File: src/rtl/mul_div_unit.sv
// mul_div_unit: iterative radix-2 multiply/divide unit with HI/LO registers.
//
// One MULTU/DIVU/MULT/DIV operation is launched per start pulse. The datapath
// runs a shift-add multiply or a restoring divide for WIDTH cycles and then
// spends one cycle publishing the result into HI/LO. MTHI/MTLO writes are
// accepted while idle.
//
// Build option: define MDU_SIGNED_EN to enable signed MULT/DIV (op_i[1]).
// Without it every operation is unsigned and no sign-correction logic exists.
//
// Ports:
//   clk_i, rst_i          clock, asynchronous active-high reset
//   start_i, op_i         launch strobe and opcode (00 MULTU, 01 DIVU, 10 MULT, 11 DIV)
//   a_i, b_i              multiplicand/dividend, multiplier/divisor
//   flush_i               abort an in-flight operation
//   hi_we_i, lo_we_i      MTHI / MTLO write enables, data on wdata_i
//   busy_o                operation in flight (stall request)
//   done_o, dbz_o         result-publish pulse, divide-by-zero flag
//   hi_o, lo_o            HI / LO registers
//
// state | meaning
// ------+---------------------------------------------------------------
// IDLE  | waiting for start_i; MTHI/MTLO writes accepted here
// RUN   | one multiply/divide iteration per cycle, counter counts down
// FIN   | sign correction, result written to HI/LO on the exit edge

module mul_div_unit #(
  parameter  int WIDTH = 32,
  localparam int CNT_W = $clog2(WIDTH + 1)
) (
  input  logic             clk_i,
  input  logic             rst_i,
  input  logic             start_i,
  input  logic [1:0]       op_i,
  input  logic [WIDTH-1:0] a_i,
  input  logic [WIDTH-1:0] b_i,
  input  logic             flush_i,
  input  logic             hi_we_i,
  input  logic             lo_we_i,
  input  logic [WIDTH-1:0] wdata_i,
  output logic             busy_o,
  output logic             done_o,
  output logic             dbz_o,
  output logic [WIDTH-1:0] hi_o,
  output logic [WIDTH-1:0] lo_o
);

  localparam logic [1:0] S_IDLE = 2'd0;
  localparam logic [1:0] S_RUN  = 2'd1;
  localparam logic [1:0] S_FIN  = 2'd2;

  logic [1:0]         state_q, state_d;
  logic [CNT_W-1:0]   cnt_q, cnt_d;
  logic               div_q, div_d;
  logic               dbz_q, dbz_d;
  logic [2*WIDTH-1:0] acc_q, acc_d;
  // opa: multiplier (shifts right) or dividend (shifts left)
  // opb: multiplicand or divisor, constant during RUN
  logic [WIDTH-1:0]   opa_q, opa_d;
  logic [WIDTH-1:0]   opb_q, opb_d;
  logic [WIDTH-1:0]   araw_q, araw_d;
  logic [WIDTH-1:0]   hi_q, hi_d;
  logic [WIDTH-1:0]   lo_q, lo_d;
`ifdef MDU_SIGNED_EN
  logic               neg_q, neg_d;
  logic               neg_rem_q, neg_rem_d;
`else
  logic               unused_op_sign;
  assign unused_op_sign = op_i[1];
`endif

  logic               sign_a, sign_b;
  logic [WIDTH-1:0]   mag_a, mag_b;
  logic [WIDTH-1:0]   mul_addend;
  logic [WIDTH:0]     mul_sum;
  logic [WIDTH:0]     div_rem_sh;
  logic [WIDTH:0]     div_diff;
  logic               div_borrow;
  logic [2*WIDTH-1:0] res_prod;
  logic [WIDTH-1:0]   res_quot;
  logic [WIDTH-1:0]   res_rem;

  always_comb begin
`ifdef MDU_SIGNED_EN
    sign_a = op_i[1] & a_i[WIDTH-1];
    sign_b = op_i[1] & b_i[WIDTH-1];
    mag_a  = sign_a ? -a_i : a_i;
    mag_b  = sign_b ? -b_i : b_i;
`else
    sign_a = 1'b0;
    sign_b = 1'b0;
    mag_a  = a_i;
    mag_b  = b_i;
`endif

    mul_addend = opa_q[0] ? opb_q : {WIDTH{1'b0}};
    mul_sum    = {1'b0, acc_q[2*WIDTH-1:WIDTH]} + {1'b0, mul_addend};

    // Remainder fits in WIDTH bits, so bit WIDTH of the difference is the borrow.
    div_rem_sh = {acc_q[2*WIDTH-1:WIDTH], opa_q[WIDTH-1]};
    div_diff   = div_rem_sh - {1'b0, opb_q};
    div_borrow = div_diff[WIDTH];

    res_prod = acc_q;
    res_quot = acc_q[WIDTH-1:0];
    res_rem  = acc_q[2*WIDTH-1:WIDTH];
`ifdef MDU_SIGNED_EN
    if (neg_q) begin
      res_prod = -acc_q;
      res_quot = -acc_q[WIDTH-1:0];
    end
    if (neg_rem_q) begin
      res_rem = -acc_q[2*WIDTH-1:WIDTH];
    end
`endif
  end

  always_comb begin
    state_d = state_q;
    cnt_d   = cnt_q;
    div_d   = div_q;
    dbz_d   = dbz_q;
    acc_d   = acc_q;
    opa_d   = opa_q;
    opb_d   = opb_q;
    araw_d  = araw_q;
    hi_d    = hi_q;
    lo_d    = lo_q;
`ifdef MDU_SIGNED_EN
    neg_d     = neg_q;
    neg_rem_d = neg_rem_q;
`endif

    case (state_q)
      S_IDLE: begin
        if (start_i) begin
          state_d = S_RUN;
          cnt_d   = CNT_W'(WIDTH);
          div_d   = op_i[0];
          dbz_d   = op_i[0] & (b_i == '0);
          acc_d   = '0;
          araw_d  = a_i;
          opa_d   = op_i[0] ? mag_a : mag_b;
          opb_d   = op_i[0] ? mag_b : mag_a;
`ifdef MDU_SIGNED_EN
          neg_d     = sign_a ^ sign_b;
          neg_rem_d = sign_a & op_i[0];
`endif
        end else begin
          if (hi_we_i) hi_d = wdata_i;
          if (lo_we_i) lo_d = wdata_i;
        end
      end

      S_RUN: begin
        if (flush_i) begin
          state_d = S_IDLE;
        end else begin
          cnt_d = cnt_q - CNT_W'(1);
          if (cnt_q == CNT_W'(1)) state_d = S_FIN;
          if (div_q) begin
            acc_d[2*WIDTH-1:WIDTH] = div_borrow ? div_rem_sh[WIDTH-1:0] : div_diff[WIDTH-1:0];
            acc_d[WIDTH-1:0]       = {acc_q[WIDTH-2:0], ~div_borrow};
            opa_d                  = opa_q << 1;
          end else begin
            acc_d = {mul_sum, acc_q[WIDTH-1:1]};
            opa_d = opa_q >> 1;
          end
        end
      end

      S_FIN: begin
        state_d = S_IDLE;
        // done_o is decoded from state, so a flush landing in FIN can only
        // suppress the HI/LO write, not the pulse already on the wire.
        if (!flush_i) begin
          if (!div_q) begin
            {hi_d, lo_d} = res_prod;
          end else if (dbz_q) begin
            hi_d = araw_q;
            lo_d = '1;
          end else begin
            hi_d = res_rem;
            lo_d = res_quot;
          end
        end
      end

      default: state_d = S_IDLE;
    endcase
  end

  always_ff @(posedge clk_i or posedge rst_i) begin
    if (rst_i) begin
      state_q   <= S_IDLE;
      cnt_q     <= '0;
      div_q     <= 1'b0;
      dbz_q     <= 1'b0;
      acc_q     <= '0;
      opa_q     <= '0;
      opb_q     <= '0;
      araw_q    <= '0;
      hi_q      <= '0;
      lo_q      <= '0;
`ifdef MDU_SIGNED_EN
      neg_q     <= 1'b0;
      neg_rem_q <= 1'b0;
`endif
    end else begin
      state_q   <= state_d;
      cnt_q     <= cnt_d;
      div_q     <= div_d;
      dbz_q     <= dbz_d;
      acc_q     <= acc_d;
      opa_q     <= opa_d;
      opb_q     <= opb_d;
      araw_q    <= araw_d;
      hi_q      <= hi_d;
      lo_q      <= lo_d;
`ifdef MDU_SIGNED_EN
      neg_q     <= neg_d;
      neg_rem_q <= neg_rem_d;
`endif
    end
  end

  assign busy_o = (state_q != S_IDLE);
  assign done_o = (state_q == S_FIN);
  assign dbz_o  = (state_q == S_FIN) & dbz_q;
  assign hi_o   = hi_q;
  assign lo_o   = lo_q;

endmodule

File: config.mk
export PLATFORM = sky130hd
export DESIGN_NAME = mul_div_unit
export DESIGN_NICKNAME = d
export VERILOG_FILES = /design/src/rtl/mul_div_unit.sv
export SDC_FILE = /design/constraint.sdc
export NUM_CORES = 1
export LEC_CHECK = 0
export BUFFER_PORTS_ARGS = -buffer_cell sky130_fd_sc_hd__buf_2
export CORE_ASPECT_RATIO = 1.25
export CORE_MARGIN = 2
export CORE_UTILIZATION = 40
export CTS_CLUSTER_SIZE = 40
export DETAILED_ROUTE_END_ITERATION = 10
export PLACE_DENSITY = 0.61
export SLEW_MARGIN = 20
export SYNTH_ARGS = -nofsm -noshare
export SYNTH_HDL_FRONTEND = slang
export SYNTH_SLANG_ARGS = --single-unit
File: constraint.sdc
create_clock -name clk_i -period 9.6 [get_ports clk_i]
set_clock_uncertainty 0.15 [all_clocks]
set_input_delay 0.96 -clock clk_i [delete_from_list [all_inputs] [get_ports clk_i]]
set_output_delay 0.96 -clock clk_i [all_outputs]
set_load 0.01 [all_outputs]
==> results of run 1 <==
[layer usage]
| metal | vias to the layer above | share of wire (%) |
|---|---|---|
| met3 | 75 | 5.3 |
| li1 | 6707 | - |
| met2 | 388 | 45 |
| met4 | 0 | 2.5 |
| met5 | - | 0 |
| met1 | 6513 | 47 |
[registers in the layout (all words and copies together), names as in the netlist]
name	cells
opb_q	32
div_q	1
dbz_q	1
acc_q	64
lo_o	32
opa_q	32
araw_q	32
cnt_q	6
hi_o	32
state_q	2
[placed cells by master, fill, tap and decap left out, types with 5 or more instances in the layout]
| master | synthesis | layout |
|---|---|---|
| sky130_fd_sc_hd__a211oi_1 | 6 | 6 |
| sky130_fd_sc_hd__a21o_1 | 31 | 31 |
| sky130_fd_sc_hd__a21oi_1 | 99 | 99 |
| sky130_fd_sc_hd__a22oi_1 | 13 | 13 |
| sky130_fd_sc_hd__a31oi_1 | 8 | 8 |
| sky130_fd_sc_hd__a32oi_1 | 6 | 6 |
| sky130_fd_sc_hd__and2_1 | 38 | 37 |
| sky130_fd_sc_hd__and3_1 | 5 | 5 |
| sky130_fd_sc_hd__buf_2 | 1 | 169 |
| sky130_fd_sc_hd__buf_4 | 2 | 16 |
| sky130_fd_sc_hd__clkbuf_16 | 0 | 27 |
| sky130_fd_sc_hd__clkbuf_8 | 3 | 6 |
| sky130_fd_sc_hd__dfrtp_1 | 234 | 232 |
| sky130_fd_sc_hd__ha_1 | 66 | 66 |
| sky130_fd_sc_hd__inv_1 | 55 | 54 |
| sky130_fd_sc_hd__mux2_2 | 31 | 31 |
| sky130_fd_sc_hd__mux2i_1 | 118 | 118 |
| sky130_fd_sc_hd__nand2_1 | 395 | 394 |
| sky130_fd_sc_hd__nand2b_1 | 8 | 7 |
| sky130_fd_sc_hd__nand3_1 | 51 | 51 |
| sky130_fd_sc_hd__nand4_1 | 13 | 13 |
| sky130_fd_sc_hd__nor2_1 | 78 | 76 |
| sky130_fd_sc_hd__nor2b_1 | 10 | 9 |
| sky130_fd_sc_hd__nor3_1 | 18 | 18 |
| sky130_fd_sc_hd__nor4_1 | 10 | 10 |
| sky130_fd_sc_hd__o211ai_1 | 9 | 9 |
| sky130_fd_sc_hd__o21a_1 | 6 | 6 |
| sky130_fd_sc_hd__o21ai_0 | 216 | 216 |
| sky130_fd_sc_hd__o221ai_1 | 6 | 6 |
| sky130_fd_sc_hd__o22ai_1 | 33 | 33 |
| sky130_fd_sc_hd__o31ai_1 | 36 | 36 |
| sky130_fd_sc_hd__or3_1 | 7 | 7 |
| sky130_fd_sc_hd__xnor2_1 | 34 | 34 |
| sky130_fd_sc_hd__xor2_1 | 19 | 19 |
[power breakdown]
part,switching [W],total [W],internal (W)
Sequential,0.000333,0.00163,0.00130
Combinational,0.00142,0.00240,0.000974
Clock,0.000444,0.00112,0.000671
Total,0.00220,0.00514,0.00294
[worst reg2reg max path, delay by kind of cell (launching register included)]
| family | cells | cell delay, ns |
|---|---|---|
| compound gates | 5 | 1.02 |
| simple gates | 3 | 0.86 |
| fa+ha+maj | 2 | 0.65 |
| buf+inv | 2 | 0.58 |
| flops | 1 | 0.42 |
| mux | 1 | 0.27 |
[layout make-up]
| class | instances | area (um2) | share of cell area, % |
|---|---|---|---|
| inverter | 56 | 218 | 1.25 |
| tap | 492 | 616 | 3.52 |
| multi-input combinational | 1435 | 8840 | 50.6 |
| sequential | 234 | 5860 | 33.5 |
| clock inverter | 14 | 190 | 1.09 |
| timing repair buffer | 186 | 986 | 5.64 |
| antenna | 1 | 2.50 | 0.0143 |
| clock buffer | 35 | 766 | 4.38 |
[cells by family (layout without fill, tap and decap cells)]
kind of cell	after synthesis	count (layout)	share of synthesized area (%)
AOI/OAI and AO/OA	511	511	20.2
xor gates and xnor gates	53	53	3.02
adders and majority gates	68	68	5.64
buffers and inverters	169	291	4.43
DFF	234	234	38.1
muxes	149	149	9.97
other	0	1	0
and+or+nand+nor	654	654	18.6
[final timing paths]
kind	start	end	slack (ns)	cells past startpoint
worst max-delay path	opa_q[31]	acc_q[37]	5.49	13
worst min-delay path	hi_o[23]	hi_o[23]	0.32	2
worst max register to register	opa_q[31]	acc_q[37]	5.49	13
worst min register to register	hi_o[23]	hi_o[23]	0.32	2
max in group asynchronous	rst_i	div_q	7.39	3
min in group asynchronous	rst_i	lo_o[5]	0.34	2
[through the flow]
stage               setup slack, ns  hold slack (ns)  instances
global placement               5.28            0.306       2402
global route                   5.21            0.343       2452
floorplan                      2.07            0.296       1838
CTS                            5.50            0.329       2451
finish                         5.49            0.323       2453
detailed placement             5.49            0.314       2402
==> out/qor_table.md, run 1 <==
| Step | Metric | Reported |
|:---|:---|:---|
| yosys | Portion of synthesized cell area occupied by the leading cell type | 38.1% |
| yosys | Cell area after synthesis | 15,400 um2 |
| setup path | Slowest cell on the critical path | sky130_fd_sc_hd__and2_1 |
| yosys | Number of warnings printed during yosys synthesis | 0 |
| floorplanning | Std-Cell Core Area | 38,000 um2 |
| clock network | Quantity of hold-fixing buffers added after cts | 0 |
| drt | Via density per instance | 5.58 |
| setup path | Cells along the critical path | inv_1 > ha_1 > fa_1 > nand2b_1 > a21oi_1 > o211ai_1 > nand3_1 > a21o_1 > a21o_1 > and2_1 > buf_4 > mux2i_1 > o21ai_0 |
| drt | Detailed-route wire length per cell | 18.9 um |
| pwr | Peak supply drop | 168 uV |
| yosys | Most frequent cell after synthesis | sky130_fd_sc_hd__nand2_1 |
| run status | Status | finished clean |
| setup path | Crit path largest cell delay | 0.50 ns |
| global routing | Vias in the first global route | 13,200 |
| yosys | Fraction of the yosys area taken by sequential cells | 38.1% |
| pwr | Pleak | 8.25 nW |
| setup path | Type of element launching the critical path | register |
| yosys | Library cell occupying the most area in the post-synthesis netlist | sky130_fd_sc_hd__dfrtp_1 |
| timing | Time the worst path needs with I/O delays and setup | 4.11 ns |
| timing | Total Neg Setup Slack | 0 ns |
| drt | Total Routed Length | 46,500 um |
| clock network | Number of clock sinks | 234 |
| run | Number of max-cap violations | 0 |
| drt | Violation count after the first detailed-route iteration | 1,057 |
| clock network | Count of H-tree levels built during CTS | 1 |
| setup path | Critical Path Most Common Cell | sky130_fd_sc_hd__a21o_1 |
| setup path | Number of buffers and inverters on the critical path | 2 |
| cells and area | Layout net count | 2,112 |
| setup path | Path type of the worst setup path | register to register |
| setup path | Worst path required time | 9.85 ns |
| yosys | Async SR Flop Fraction | 100% |
| clock network | Post-cts sizing count | 0 |
| pwr | Power per Cell Area | 294 nW/um2 |
| timing | Tcrit/Tclk final | 42.9% |
| global routing | Met3 usage in global routing | 2.18% |
| floorplanning | Die Wd | 179 um |
| clock network | TritonCTS clock tree | yes |
| yosys | Average cell area after synthesis | 8.35 um2 |
| global routing | Overall fraction of global-route tracks in use | 23.3% |
| floorplanning | Vertical extent of the die | 223 um |
| timing | Actual slew at the worst max-slew pin | 1.06 ns |
| place | Post-detailed-placement cell area | 16,500 um2 |
| timing | Setup repair after global routing missed its margin | no |
| cells and area | Area added between synthesis and finish | 13.9% |
| timing | Finish-stage setup viols | 0 |
| global routing | Number of antenna violations at the first check in global routing | 1 |
| clock network | Post-CTS setup buffer count | 0 |
| clock network | Buffers from clock root to sink, at most | 3 |
| drt | Number of detailed-routing iterations run before antenna repair | 5 |
| drt | Remaining antenna violation count after routing | 0 |
| global routing | Met2 Track Usage GR | 36.9% |
| setup path | Cell type group with the largest total delay on the critical path | compound AO/OA/AOI/OAI gates |
| yosys | Post-Synthesis Cells | 1,838 |
| yosys | Net count of the mapped netlist | 2,010 |
| place | Detailed placement HPWL | 33,700 um |
| pwr | Overall Power | 0.00514 W |
| timing | Fmax | 0.243 GHz |
| place | Routability-driven placement congestion ratio | 0.924 |
| clock network | CTS root buf | sky130_fd_sc_hd__clkbuf_16 |
| setup path | Crit. End Element | register |
| timing | Worst slew margin | 28.7% |
| drt | Vias post-DR | 13,700 |
| cells and area | Final-layout fill cell count | 3,795 |
| cells and area | Fraction of final layout cells sized beyond drive strength 1 | 15.1% |
| setup path | Critical path arrival | 4.37 ns |
| cells and area | Final core area utilization | 46.0% |
| timing | Hold Fails Final Rpt | 0 |
| cells and area | Post-route cell area | 17,500 um2 |
| global routing | Global route total overflow | 0 |
| place | I/O Buffers | 169 |
| yosys | Top cells by area, synth | sky130_fd_sc_hd__dfrtp_1, sky130_fd_sc_hd__nand2_1, sky130_fd_sc_hd__mux2i_1 |
| yosys | Dominant register cell in the synthesized netlist | sky130_fd_sc_hd__dfrtp_1 |
| yosys | Count of flip-flops with a built-in enable after synthesis | 0 |
| setup path | Peak fanout along the critical path | 22 |
| floorplanning | Initial standard-cell utilization of the core | 40.4% |
| floorplanning | Die area | 40,000 um2 |
| global routing | Maximum number of pins on one net before global-route repair | 97 |
| min path | Classification of the worst-slack hold path | register to register |
| timing | Total count of max-transition violations in the final report | 0 |
| clock network | Number of buffers inserted during clock tree synthesis | 27 |
| global routing | Busiest layer in global routing | met2 |
| floorplanning | I/O pins | 171 |
| clock network | Worst skew pair latency | 0.57 ns |
| drt | DRC violation count after routing | 0 |
| global routing | Met1 layer usage reported by global route | 33.9% |
| floorplanning | Total number of placement rows | 80 |
| clock network | Clock-pin transition on the worst setup and hold timing paths | 0.07 ns |
| global routing | First-pass GRT wire length | 73,900 um |
| yosys | Post-synth top cells | sky130_fd_sc_hd__nand2_1, sky130_fd_sc_hd__dfrtp_1, sky130_fd_sc_hd__o21ai_0 |
| yosys | #FFs+latches synth | 234 |
| yosys | Netlist cell types | 73 |
(Power assumes the default switching activity.)
==> run 2, diff against run 1 <==
==> constraint.sdc (replaced) <==
create_clock -name clk_i -period 3.9 [get_ports clk_i]
set_clock_uncertainty 0.15 [all_clocks]
set_input_delay 0.39 -clock clk_i [delete_from_list [all_inputs] [get_ports clk_i]]
set_output_delay 0.39 -clock clk_i [all_outputs]
set_load 0.01 [all_outputs]
==> out/qor_table.md, run 2 (synthesis gave the netlist of run 1 again) <==
| Step | Metric | Reported | vs previous |
|:---|:---|:---|:---|
| run status | Status | finished clean |  |
| setup path | Startpoint of the worst register-to-register path | opa_q[0] |  |
| clock network | Post-cts sizing count | 0 | unchanged |
| cells and area | Final-layout fill cell count | 3,765 | -0.79% |
| setup path | Worst r2r dst | acc_q[58] |  |
| global routing | Overall fraction of global-route tracks in use | 22.7% | -0.59 points |
| timing | Final worst-path setup slack | 0.201 ns | -5.29 ns |
| setup path | Cells along the critical path | buf_4 > and2_1 > ha_1 > nand2_1 > nor2_1 > o311a_4 > nor3_4 > a21oi_2 > o311a_1 > or3_2 > a32oi_1 > o21ai_0 |  |
| cells and area | Area added between synthesis and finish | 16.6% |  |
| pwr | Clock group share of total power | 19.9% | -1.8 points |
| pwr | Relative contribution of combinational cells to total power | 48.7% | +2.1 points |
| timing | Time the worst path needs with I/O delays and setup | 3.70 ns | -0.415 ns |
| drt | Number of detailed-routing iterations run before antenna repair | 5 | unchanged |
| run | Number of max-cap violations | 0 | unchanged |
| timing | Tcrit/Tclk final | 94.8% | +52 points |
| pwr | P_sw | 0.00541 W | +150% |
| global routing | Met1 layer usage reported by global route | 33.4% | -0.48 points |
| floorplanning | Initial standard-cell utilization of the core | 40.4% | unchanged |
| pwr | Cell internal power dissipation | 0.00718 W | +140% |
| cells and area | Commonest non-fill, non-tap cell in the layout | sky130_fd_sc_hd__nand2_1 |  |
| clock network | Count of H-tree levels built during CTS | 1 | unchanged |
| global routing | Vias in the first global route | 13,000 | -1.2% |
| clock network | Number of clock sinks | 234 | unchanged |
| timing | Actual slew at the worst max-slew pin | 0.928 ns | -0.132 ns |
| setup path | Slowest cell on the critical path | sky130_fd_sc_hd__dfrtp_1 |  |
| setup path | Crit. End Element | register |  |
| min path | Worst hold start | wdata_i[12] |  |
| pwr | Power per Cell Area | 703 nW/um2 | +140% |
| setup path | Path type of the worst setup path | register to register |  |
| global routing | Busiest layer in global routing | met2 |  |
| pwr | Proportion of power drawn by flip-flops and latches | 31.5% | -0.2 points |
| drt | Remaining antenna violation count after routing | 0 | unchanged |
| timing | Total count of max-transition violations in the final report | 0 | unchanged |
| min path | Classification of the worst-slack hold path | input pin to register |  |
| clock network | CTS root buf | sky130_fd_sc_hd__clkbuf_16 |  |
| min path | Worst hold path stage count | 3 | +1 |
| global routing | Global route total overflow | 0 | unchanged |
| cells and area | Post-route cell area | 17,900 um2 | +2.4% |
| pwr | Peak supply drop | 397 uV | +140% |
| timing | Hold Fails Final Rpt | 0 | unchanged |
| timing | Fmax | 0.270 GHz | +11% |
| cells and area | Multi-input gate area in the final layout | 8840 um2 | about the same |
| place | I/O Buffers | 169 | unchanged |
| place | Post-detailed-placement cell area | 16,700 um2 | +1.3% |
| cells and area | Leading cell types in the layout, fill and taps excluded | sky130_fd_sc_hd__nand2_1, sky130_fd_sc_hd__dfrtp_1, sky130_fd_sc_hd__o21ai_0, sky130_fd_sc_hd__buf_2, sky130_fd_sc_hd__mux2i_1 |  |
| floorplanning | Die Wd | 179 um | unchanged |
| clock network | Number of buffers inserted during clock tree synthesis | 25 | -7.4% |
| place | Pre-CTS setup slack | 0.238 ns | -5.25 ns |
| clock network | TritonCTS clock tree | yes |  |
| clock network | Clock-pin transition on the worst setup and hold timing paths | 0.06 ns | about the same |
| floorplanning | Vertical extent of the die | 223 um | unchanged |
| cells and area | Total area of sequential cells | 5860 um2 | about the same |
| setup path | Type of element launching the critical path | register |  |
| timing | Setup repair after global routing missed its margin | no |  |
| pwr | Switch share | 43.0% | +0.22 points |
| cells and area | Number of flip-flops under the largest register name | 64 | unchanged |
| setup path | Worst path required time | 4.16 ns | -5.69 ns |
| drt | DRC violation count after routing | 0 | unchanged |
| cells and area | Top register by number of flip-flops | acc_q |  |
| global routing | Met2 Track Usage GR | 35.8% | -1.1 points |
| pwr | Pleak | 8.44 nW | +2.4% |
| clock network | Buffers from clock root to sink, at most | 3 | unchanged |
| drt | Vias post-DR | 13,700 | -0.10% |
| global routing | Number of antenna violations at the first check in global routing | 0 | -1 |
| clock network | Post-CTS setup buffer count | 0 | unchanged |
| clock network | Worst skew pair latency | 0.56 ns | about the same |
| timing | Finish-stage setup viols | 0 | unchanged |
| setup path | R2R cell count | 12 | -1 |
| setup path | Minimum setup slack among reg-to-reg paths | 0.20 ns | -5.29 ns |
| global routing | First-pass GRT wire length | 72,500 um | -1.9% |
| setup path | Critical path arrival | 3.96 ns | -0.41 ns |
| global routing | Maximum number of pins on one net before global-route repair | 108 | +11% |
| drt | Detailed-route wire length per cell | 18.3 um | -3.4% |
| floorplanning | Die area | 40,000 um2 | unchanged |
| drt | Via density per instance | 5.47 | -2.0% |
| drt | Violation count after the first detailed-route iteration | 923 | -13% |
| floorplanning | Std-Cell Core Area | 38,000 um2 | unchanged |
| place | Detailed placement HPWL | 34,400 um | +2.2% |
| cells and area | Fraction of final layout cells sized beyond drive strength 1 | 15.2% | +0.13 points |
| place | Routability-driven placement congestion ratio | 0.903 | -2.3% |
| floorplanning | Total number of placement rows | 80 | unchanged |
| timing | Worst slew margin | 38.2% | +9.5 points |
| cells and area | Antenna diodes | 0 | -1 |
| global routing | Met3 usage in global routing | 2.28% | +0.10 points |
| floorplanning | I/O pins | 171 | unchanged |
| setup path | Crit path largest cell delay | 0.54 ns | +0.04 ns |
| cells and area | Layout net count | 2,164 | +2.5% |
| setup path | Peak fanout along the critical path | 24 | +9.1% |
| timing | Total Neg Setup Slack | 0 ns | unchanged |
| drt | Total Routed Length | 45,700 um | -1.6% |
| min path | Sink of the worst hold path | lo_o[12] |  |
==> run 2: cell count changes in the layout (fill, tap and decap cells not counted), sizes merged <==
cell         delta
dlygate4sd3    +34
inv             -3
diode           -1
clkbuf          -1
buf            +20
bufinv          -1
==> run 2: worst max-delay path, delay by kind of cell, from the launching register on <==
kind,cells,cell delay [ns]
fa+ha+maj,1,0.28
simple gates,5,1.05
compound gates,5,1.23
buf+inv,1,0.32
flops,1,0.54
==> run 2: final cells by class <==
class                      count  share of cell area [%]
multi-input combinational   1435                    49.4
sequential                   234                    32.7
timing repair buffer         240                    8.53
clock buffer                  34                    3.96
tap                          492                    3.44
inverter                      56                    1.20
clock inverter                10                   0.734
==> run 2: how the worst max path moves through the flow <==
| stage | start | end | slack (ns) | cells past startpoint |
|---|---|---|---|---|
| 6_report | opa_q[0] | acc_q[58] | 0.20 | 12 |
| 2_1_floorplan | rst_i | acc_q[0] | 0.30 | 1 |
| 3_3_place_gp | opa_q[0] | acc_q[58] | 0.28 | 12 |
| 3_5_place_dp | opa_q[0] | acc_q[58] | 0.24 | 12 |
| 5_1_grt | opa_q[0] | acc_q[58] | 0.004 | 12 |
| 4_1_cts | opa_q[0] | acc_q[58] | 0.21 | 12 |
==> run 2: power groups by stage <==
stage | registers [W] | logic (W) | clock network (W)
6_report | 0.00396 | 0.00612 | 0.00250
5_1_grt | 0.00407 | 0.00684 | 0.00267
4_1_cts | 0.00395 | 0.00611 | 0.00256
3_5_place_dp | 0.00399 | 0.00604 | 0
3_3_place_gp | 0.00396 | 0.00594 | 0
2_1_floorplan | 0.00382 | 0.00449 | 0
==> run 2: metrics by stage <==
stage	utilization (%)	std cells	power [W]	hold slack, ns
floorplan	-	1838	0.00831	0.296
global placement	43.9	2423	0.00990	0.259
detailed placement	43.9	2423	0.0100	0.262
CTS	47.0	2501	0.0126	0.0000592
global route	47.0	2501	0.0136	0.0149
finish	47.0	2501	0.0126	0.0192
==> run 2: timing repair <==
| item | CTS | global route |
|---|---|---|
| hold buffers | 34 | 0 |
| setup endpoints to repair | 0 | 0 |
| endpoints found under the hold margin | 46 | 0 |
==> run 2: layer usage <==
metal  up-vias  wire length (um)
li1       6801                 -
met1      6431             21700
met2       389             20700
met3        48              2470
met4         0               918
met5         -                 0
==> run 3, diff against run 2 <==
--- a/config.mk
+++ b/config.mk
@@ -5,13 +5,13 @@
 export SDC_FILE = /design/constraint.sdc
 export NUM_CORES = 1
 export LEC_CHECK = 0
-export BUFFER_PORTS_ARGS = -buffer_cell sky130_fd_sc_hd__buf_2
 export CORE_ASPECT_RATIO = 1.25
 export CORE_MARGIN = 2
 export CORE_UTILIZATION = 40
 export CTS_CLUSTER_SIZE = 40
 export DETAILED_ROUTE_END_ITERATION = 10
-export PLACE_DENSITY = 0.61
+export DONT_BUFFER_PORTS = 1
+export PLACE_DENSITY = 0.57
 export SLEW_MARGIN = 20
 export SYNTH_ARGS = -nofsm -noshare
 export SYNTH_HDL_FRONTEND = slang
==> out/qor_table.md, run 3 (synthesis gave the netlist of run 1 again) <==
| Step | Metric | Reported | vs previous |
|:---|:---|:---|:---|
| timing | Time the worst path needs with I/O delays and setup | 3.62 ns | -0.0834 ns |
| drt | Detailed-route wire length per cell | 20.0 um | +9.3% |
| floorplanning | Total number of placement rows | 80 | unchanged |
| cells and area | Post-route cell area | 17,800 um2 | -0.81% |
| global routing | Vias in the first global route | 13,300 | +1.9% |
| timing | Hold Fails Final Rpt | 0 | unchanged |
| timing | Worst slew margin | 35.7% | -2.4 points |
| cells and area | Commonest non-fill, non-tap cell in the layout | sky130_fd_sc_hd__nand2_1 |  |
| global routing | Number of antenna violations at the first check in global routing | 2 | +2 |
| place | I/O Buffers | 0 | -100% |
| pwr | Peak supply drop | 396 uV | -0.15% |
| cells and area | Top register by number of flip-flops | acc_q |  |
| setup path | Peak fanout along the critical path | 24 | unchanged |
| drt | Number of detailed-routing iterations run before antenna repair | 5 | unchanged |
| timing | Finish-stage setup viols | 0 | unchanged |
| cells and area | Number of flip-flops under the largest register name | 64 | unchanged |
| floorplanning | Die Wd | 179 um | unchanged |
| drt | Remaining antenna violation count after routing | 0 | unchanged |
| drt | Total Routed Length | 47,900 um | +4.8% |
| floorplanning | Initial standard-cell utilization of the core | 40.4% | unchanged |
| timing | Tcrit/Tclk final | 92.7% | -2.1 points |
| setup path | Crit. End Element | register |  |
| clock network | Count of H-tree levels built during CTS | 1 | unchanged |
| floorplanning | Vertical extent of the die | 223 um | unchanged |
| clock network | CTS root buf | sky130_fd_sc_hd__clkbuf_16 |  |
| run | Number of max-cap violations | 0 | unchanged |
| global routing | First-pass GRT wire length | 75,500 um | +4.2% |
| drt | Via density per instance | 5.60 | +2.4% |
| min path | Classification of the worst-slack hold path | input pin to register |  |
| global routing | Overall fraction of global-route tracks in use | 23.9% | +1.2 points |
| floorplanning | Std-Cell Core Area | 38,000 um2 | unchanged |
| cells and area | Final-layout fill cell count | 3,727 | -1.0% |
| timing | Total count of max-transition violations in the final report | 0 | unchanged |
| cells and area | Layout net count | 2,061 | -4.8% |
| clock network | Buffers from clock root to sink, at most | 3 | unchanged |
| pwr | Pleak | 8.04 nW | -4.8% |
| global routing | Maximum number of pins on one net before global-route repair | 92 | -15% |
| drt | DRC violation count after routing | 0 | unchanged |
| drt | Violation count after the first detailed-route iteration | 942 | +2.1% |
| place | Post-detailed-placement cell area | 15,900 um2 | -5.1% |
| clock network | TritonCTS clock tree | yes |  |
| drt | Vias post-DR | 13,400 | -1.8% |
| run status | Status | finished clean |  |
| floorplanning | I/O pins | 171 | unchanged |
| cells and area | Leading cell types in the layout, fill and taps excluded | sky130_fd_sc_hd__nand2_1, sky130_fd_sc_hd__dfrtp_1, sky130_fd_sc_hd__o21ai_0, sky130_fd_sc_hd__mux2i_1, sky130_fd_sc_hd__a21oi_1 |  |
| timing | Actual slew at the worst max-slew pin | 0.964 ns | +0.0365 ns |
| setup path | Type of element launching the critical path | register |  |
| cells and area | Area added between synthesis and finish | 15.6% |  |
| clock network | Number of clock sinks | 234 | unchanged |
| setup path | Critical path arrival | 3.90 ns | -0.06 ns |
| clock network | Post-CTS setup buffer count | 0 | unchanged |
| timing | Setup repair after global routing missed its margin | no |  |
| place | Routability-driven placement congestion ratio | 0.886 | -1.9% |
| clock network | Worst skew pair latency | 0.55 ns | about the same |
| global routing | Global route total overflow | 0 | unchanged |
| setup path | Worst path required time | 4.18 ns | +0.02 ns |
| timing | Total Neg Setup Slack | 0 ns | unchanged |
| cells and area | Antenna diodes | 0 | unchanged |
| setup path | Path type of the worst setup path | register to register |  |
| place | Detailed placement HPWL | 34,500 um | +0.23% |
| floorplanning | Die area | 40,000 um2 | unchanged |
| clock network | Clock-pin transition on the worst setup and hold timing paths | 0.06 ns | about the same |
| pwr | Power per Cell Area | 703 nW/um2 | about the same |
| cells and area | Fraction of final layout cells sized beyond drive strength 1 | 7.19% | -8.0 points |
| clock network | Number of buffers inserted during clock tree synthesis | 27 | +8.0% |
| timing | Fmax | 0.277 GHz | +2.3% |
==> run 3: cell count changes in the layout (fill, tap and decap cells not counted), moves of 2 or more <==
cell	before	now
sky130_fd_sc_hd__buf_2	169	0
sky130_fd_sc_hd__clkbuf_1	4	6
sky130_fd_sc_hd__clkbuf_16	25	27
sky130_fd_sc_hd__clkinv_2	5	2
sky130_fd_sc_hd__dlygate4sd3_1	34	97
==> run 3: path summary, 6_finish.rpt <==
path | cells after the start | to | startpoint | slack, ns
setup / recovery | 12 | acc_q[60] | opa_q[0] | 0.28
hold / removal | 3 | opa_q[15] | b_i[15] | 0.03
max in group asynchronous | 3 | hi_o[25] | rst_i | 2.41
hold reg to reg | 2 | araw_q[26] | araw_q[26] | 0.33
min in group asynchronous | 2 | lo_o[4] | rst_i | 0.29
setup reg to reg | 12 | acc_q[60] | opa_q[0] | 0.28
==> run 3: what timing repair did <==
item | CTS | global route
hold endpoints to repair | 154 | 0
setup endpoints to repair | 0 | 2
hold buffers | 98 | 0
resized for setup | 0 | 1
==> run 3: through the flow <==
| stage | total power [W] | util [%] | std cells | setup slack (ns) | hold WS [ns] |
|---|---|---|---|---|---|
| after floorplan | 0.00831 | - | 1838 | 0.296 | 0.296 |
| after global placement | 0.00964 | 41.7 | 2254 | 0.289 | 0.246 |
| after detailed placement | 0.00973 | 41.7 | 2254 | 0.195 | 0.248 |
| after CTS | 0.0125 | 46.7 | 2397 | 0.176 | 0.00265 |
| after global routing | 0.0135 | 46.7 | 2397 | 0.0742 | 0.0310 |
| final | 0.0125 | 46.7 | 2397 | 0.284 | 0.0260 |
==> run 3: critical path, stage by stage, from the launching register on <==
cell and delay, ns:
sky130_fd_sc_hd__dfrtp_1 0.55, sky130_fd_sc_hd__buf_4 0.33, sky130_fd_sc_hd__and2_1 0.17, sky130_fd_sc_hd__ha_1 0.28, sky130_fd_sc_hd__nand2_1 0.09, sky130_fd_sc_hd__nor2_1 0.05, sky130_fd_sc_hd__o311a_4 0.31, sky130_fd_sc_hd__nor3_4 0.30
sky130_fd_sc_hd__a21oi_2 0.13, sky130_fd_sc_hd__o311a_1 0.41, sky130_fd_sc_hd__a311oi_2 0.31, sky130_fd_sc_hd__xnor2_1 0.10, sky130_fd_sc_hd__a221o_1 0.32
==> run 3: final cells by class <==
class	instances	area (um2)	area share, %
Multi-Input combinational cell	1435	8850	49.8
Sequential cell	234	5860	33.0
Timing Repair Buffer	135	1330	7.47
Clock buffer	39	781	4.40
Tap cell	492	616	3.47
Inverter	56	214	1.21
Clock inverter	6	109	0.613
==> run 3: report_power, final <==
part	switching (W)	total, W	internal (W)	leakage (nW)
clock network	0.00102	0.00259	0.00157	0.437
logic	0.00341	0.00577	0.00235	4.61
registers	0.000927	0.00412	0.00320	2.99
total	0.00537	0.0125	0.00712	8.04
==> run 3: per-layer routing <==
| metal | vias up | global-route usage, % | routed length, um |
|---|---|---|---|
| met5 | - | 0 | 0 |
| met4 | 0 | 5.88 | 1050 |
| met3 | 57 | 3.34 | 3190 |
| met2 | 409 | 37.8 | 21400 |
| met1 | 6371 | 34.4 | 22300 |
| li1 | 6583 | - | - |
